[config.mk]
export PLATFORM = sky130hd
export DESIGN_NAME = sync_fifo_lvl
export DESIGN_NICKNAME = d
export VERILOG_FILES = /design/src/rtl/sync_fifo_pkg.sv /design/src/rtl/fifo_ptr.sv /design/src/rtl/sync_fifo_lvl.sv
export SDC_FILE = /design/constraint.sdc
export NUM_CORES = 1
export LEC_CHECK = 0
export ABC_AREA = 1
export CORE_MARGIN = 4
export CORE_UTILIZATION = 40
export CTS_BUF_LIST = sky130_fd_sc_hd__clkbuf_8
export CTS_CLUSTER_SIZE = 8
export DETAILED_ROUTE_END_ITERATION = 7
export PLACE_DENSITY = 0.63
export SLEW_MARGIN = 20
export SYNTH_ARGS = -nofsm -noshare
export SYNTH_HDL_FRONTEND = slang
export SYNTH_SLANG_ARGS = --single-unit
export TNS_END_PERCENT = 10
[constraint.sdc]
create_clock -name clk -period 3.1 [get_ports clk]
set_input_delay 0.775 -clock clk [delete_from_list [all_inputs] [get_ports clk]]
set_output_delay 0.775 -clock clk [all_outputs]
set_load 0.005 [all_outputs]
[src/rtl/sync_fifo_pkg.sv]
// Shared widths and pointer type for the level-tracking synchronous FIFO.
package sync_fifo_pkg;

  localparam int MAX_PTR_W = 32;

  // Pointer index plus wrap round bit; index is wide enough for any DEPTH.
  typedef struct packed {
    logic                 rnd;
    logic [MAX_PTR_W-1:0] idx;
  } ptr_rnd_t;

  function automatic int ptr_w(input int depth);
    return (depth > 2) ? $clog2(depth) : 1;
  endfunction

  function automatic int lvl_w(input int depth);
    return $clog2(depth + 1);
  endfunction

endpackage

[src/rtl/fifo_ptr.sv]
// FIFO pointer: wraps DEPTH-1 -> 0 and toggles its round bit on each wrap.
module fifo_ptr
  import sync_fifo_pkg::*;
#(
  parameter int DEPTH = 4
) (
  input  logic     clk,
  input  logic     rst_n,
  input  logic     i_clr,
  input  logic     i_adv,
  output ptr_rnd_t o_ptr
);

  ptr_rnd_t r_ptr;

  always_ff @(posedge clk) begin
    if (!rst_n) begin
      r_ptr <= '0;
    end else if (i_clr) begin
      r_ptr <= '0;
    end else if (i_adv) begin
      if (r_ptr.idx == 32'(DEPTH - 1)) begin
        r_ptr.idx <= '0;
        r_ptr.rnd <= ~r_ptr.rnd;
      end else begin
        r_ptr.idx <= r_ptr.idx + 32'd1;
      end
    end
  end

  assign o_ptr = r_ptr;

endmodule

[src/rtl/sync_fifo_lvl.sv]
// First-word-fall-through synchronous FIFO with occupancy level and thresholds.
// Define SYNC_FIFO_PEAK_EN to add the peak_level high-water-mark output.
module sync_fifo_lvl
  import sync_fifo_pkg::*;
#(
  parameter  int WIDTH     = 32,
  parameter  int DEPTH     = 4,
  parameter  int AF_THRESH = DEPTH - 1,
  parameter  int AE_THRESH = 1,
  localparam int PTR_W     = ptr_w(DEPTH),
  localparam int LVL_W     = lvl_w(DEPTH)
) (
  input  logic             clk,
  input  logic             rst_n,
  input  logic             flush,
  input  logic             s_valid,
  output logic             s_ready,
  input  logic [WIDTH-1:0] s_data,
  output logic             m_valid,
  input  logic             m_ready,
  output logic [WIDTH-1:0] m_data,
  output logic [LVL_W-1:0] level,
  output logic             almost_full,
  output logic             almost_empty
`ifdef SYNC_FIFO_PEAK_EN
  ,
  output logic [LVL_W-1:0] peak_level
`endif
);

  logic [WIDTH-1:0] r_mem [DEPTH];
  logic [LVL_W-1:0] r_level;
  logic [LVL_W-1:0] w_lvl_nxt;
  ptr_rnd_t         w_wr_ptr;
  ptr_rnd_t         w_rd_ptr;
  logic             w_full;
  logic             w_empty;
  logic             w_wr_hs;
  logic             w_rd_hs;

  // Ready/valid come from pointer state only, so full drains before refilling.
  assign w_full  = (w_wr_ptr.idx == w_rd_ptr.idx) && (w_wr_ptr.rnd != w_rd_ptr.rnd);
  assign w_empty = (w_wr_ptr.idx == w_rd_ptr.idx) && (w_wr_ptr.rnd == w_rd_ptr.rnd);
  assign s_ready = ~w_full;
  assign m_valid = ~w_empty;
  assign w_wr_hs = s_valid & s_ready;
  assign w_rd_hs = m_valid & m_ready;

  fifo_ptr #(.DEPTH(DEPTH)) u_wr_ptr (
    .clk   (clk),
    .rst_n (rst_n),
    .i_clr (flush),
    .i_adv (w_wr_hs),
    .o_ptr (w_wr_ptr)
  );

  fifo_ptr #(.DEPTH(DEPTH)) u_rd_ptr (
    .clk   (clk),
    .rst_n (rst_n),
    .i_clr (flush),
    .i_adv (w_rd_hs),
    .o_ptr (w_rd_ptr)
  );

  // Storage is never cleared; flush and reset only drop the write.
  always_ff @(posedge clk) begin
    if (rst_n && !flush && w_wr_hs) begin
      r_mem[w_wr_ptr.idx[PTR_W-1:0]] <= s_data;
    end
  end

  assign m_data = r_mem[w_rd_ptr.idx[PTR_W-1:0]];

  always_comb begin
    w_lvl_nxt = r_level;
    if (w_wr_hs && !w_rd_hs) begin
      w_lvl_nxt = r_level + LVL_W'(1);
    end else if (!w_wr_hs && w_rd_hs) begin
      w_lvl_nxt = r_level - LVL_W'(1);
    end
  end

  always_ff @(posedge clk) begin
    if (!rst_n) begin
      r_level <= '0;
    end else if (flush) begin
      r_level <= '0;
    end else begin
      r_level <= w_lvl_nxt;
    end
  end

  assign level        = r_level;
  assign almost_full  = (32'(r_level) >= 32'(AF_THRESH));
  assign almost_empty = (32'(r_level) <= 32'(AE_THRESH));

`ifdef SYNC_FIFO_PEAK_EN
  logic [LVL_W-1:0] r_peak;

  always_ff @(posedge clk) begin
    if (!rst_n) begin
      r_peak <= '0;
    end else if (flush) begin
      r_peak <= '0;
    end else if (w_lvl_nxt > r_peak) begin
      r_peak <= w_lvl_nxt;
    end
  end

  assign peak_level = r_peak;
`endif

endmodule

==> metrics <==
status=finished clean; Routed Antenna Nets=0; Worst-Margin Slew=0.700 ns; die width=168 um; R2R cell count=13; Max Cap Viol=0; DRC errors left=0; setup bufs post-CTS=0; Seq/Total Area, Yosys=51.7%; HP Start=u_wr_ptr.o_ptr[13]; reg2reg end=r_mem[0][27]; average wire per standard cell=17.2 um; FF+latch count, synth=199; reg-to-reg critical path startpoint=u_wr_ptr.o_ptr[18]; Worst-path clk slew=0.13 ns; Post-Syn Area per Cell=8.35 um^2; Worst EP required=2.32 ns; DRT Pass-1 Iters=5; Worst EP arrival=2.16 ns; Hold Path Depth=2; later-pin clock latency in the skew report=0.48 ns; period utilization=94.8%; minimum clock period=2.94 ns; HPWL reported at the end of detailed placement=20,000 um; PD cells=432 nW/um^2; final setup margin=0.162 ns; vias in the first global route=8,262; largest net degree at the start of global routing=65; num rows=58; DRT iter0 DRCs=739; static leakage=4.05 nW; RSZ-0062 raised after global routing=false; IO Port Bufs=75; crit path kind=reg -> out; global-route wire length before repair=44,600 um; Yosys top cell area share=37.7%; crit start category=flop; CTS buffer count=17; gr usage total=20.0%; Core Area=25,100 um^2; Rel. slew slack=53.3%; share of cells above drive strength 1=8.05%; skew final=0.0206 ns; synth top area cells=edfxtp_1 38%, dfxtp_1 14%, nand2_1 11%, nor2_1 6.1%, nand3b_1 3.7%; Filler cells=2,483; clock sinks=199; Initial Util=40.6%; Vias/cell=5.30; mapped cell area=10,200 um^2; detailed-route via count=8,660; DRT Wirelength=28,000 um; IO Pins=76; final-report max-slew violation count=0; Syn Nets=1,267; Yosys top cell by area=edfxtp_1; worst reg2reg setup slack=0.56 ns; Final Hold Fails=0; worst vdd ir=0.222 mV; YS warnings=0; Hold WS=0.534 ns; gr ovfl total=0; distinct cell type count after synthesis=29; die area=28,100 um^2; H-tree lvl count=4; CTS Buffer Depth=2; Hold Crit Class=reg -> reg; DP Worst Slack=0.242 ns; hold_buf cts=0; nets=1,339; gpl congestion=0.957; root buffer cell=clkbuf_8; critical path fanouts, max=5; CTS tree=built; ANT cells=0; die height=168 um; Worst Hold Path EP=u_wr_ptr.o_ptr[13]; Synth-to-Final Area Change=17.3%; CTS resizes=3; final setup violation count=0; initial antenna violation count=0; Fmax=340 MHz; Syn Inst Count=1,220; critical path capture point type=primary output
## state kept, by name, summed over array words and instances (netlist names), named ones only
name	count
level	3
r_mem	128
u_rd_ptr.o_ptr	33
u_wr_ptr.o_ptr	33
## report_power, final
group	internal (mW)	leakage, nW	total (mW)	switching (mW)
logic	0.198	2.09	0.453	0.256
registers	2.84	1.74	2.86	0.0154
clock network	0.682	0.227	1.86	1.17
total	3.72	4.05	5.17	1.45
## worst max path at each step
stage | start | endpoint | slack [ns] | cells after the start
after floorplan | rst_n | r_mem[1][0] | -0.17 | 6
after global placement | rst_n | r_mem[0][16] | 0.24 | 8
after detailed placement | rst_n | r_mem[0][16] | 0.24 | 8
after CTS | u_wr_ptr.o_ptr[29] | s_ready | 0.01 | 7
after global routing | u_rd_ptr.o_ptr[9] | m_valid | 0.005 | 9
final | u_wr_ptr.o_ptr[19] | m_valid | 0.16 | 7
## layer usage
| metal | share of wire [%] | track usage (%) |
|---|---|---|
| met5 | 0 | 0 |
| met4 | 3.0 | 7.27 |
| met3 | 6.2 | 3.80 |
| met2 | 46 | 32.1 |
| met1 | 44 | 27.1 |
## metrics by stage
stage / area [um^2] / TNS, ns / utilization [%] / total power [mW] / cells
CTS: 11900 / 0 / 47.5 / 5.23 / 1635
global route: 12000 / 0 / 47.6 / 5.39 / 1635
detailed placement: 11500 / 0 / 45.7 / 3.37 / 1603
finish: 12000 / 0 / 47.6 / 5.17 / 1635
global placement: 11500 / 0 / 45.7 / 3.36 / 1603
floorplan: 10200 / -22.15 / - / 3.13 / 1220
## cell usage in the layout, fill, tap and decap left out, drive strengths merged
| master | instances |
|---|---|
| nor3 | 36 |
| dfxtp | 71 |
| nor2 | 170 |
| o22ai | 32 |
| edfxtp | 128 |
| inv | 103 |
| o21ai | 73 |
| nand3 | 53 |
| clkinv | 5 |
| nor4 | 5 |
| dlymetal6s2s | 1 |
| nand2 | 308 |
| xnor2 | 21 |
| xor2 | 32 |
| clkbuf | 17 |
| nand3b | 50 |
| ha | 10 |
| a41oi | 1 |
| a21oi | 64 |
| nand4 | 18 |
| clkdlybuf4s50 | 74 |
| buf | 33 |
## final cells by class
type	instances	area (um^2)	area share [%]
inverter	93	349	2.92
clock inverter	15	226	1.89
timing repair buffer	108	1100	9.24
multi-input combinational	873	4340	36.3
clock buffer	17	234	1.96
tap	330	413	3.45
sequential	199	5280	44.2
## cell families (layout without fill, tap and decap cells)
logic type | Yosys count | count (layout) | synth area share (%)
AO/OA/AOI/OAI | 170 | 170 | 8.78
XOR/XNOR | 53 | 53 | 4.56
adder cells (fa/ha/maj) | 10 | 10 | 1.23
buffers and inverters | 148 | 233 | 5.98
flip-flops | 199 | 199 | 51.7
AND/OR/NAND/NOR | 640 | 640 | 27.8
## worst max-delay path, stage by stage, from the launching register on
cell and delay, ns:
dfxtp_1 0.53, xnor2_1 0.18, nand2_1 0.07, nor2_1 0.09, nand2_1 0.09, nor2_4 0.14, nand3_4 0.10, clkdlybuf4s50_1 0.46
## cell usage after synthesis, drive strengths merged
cell type and instances:
a21oi 64, a41oi 1, buf 29, clkbuf 26
clkinv 2, dfxtp 71, edfxtp 128, ha 10
inv 91, nand2 308, nand3 53, nand3b 50
nand4 18, nor2 170, nor3 36, nor4 5
o21ai 73, o22ai 32, xnor2 21, xor2 32
No activity file was read; power rests on OpenSTA's default activity.
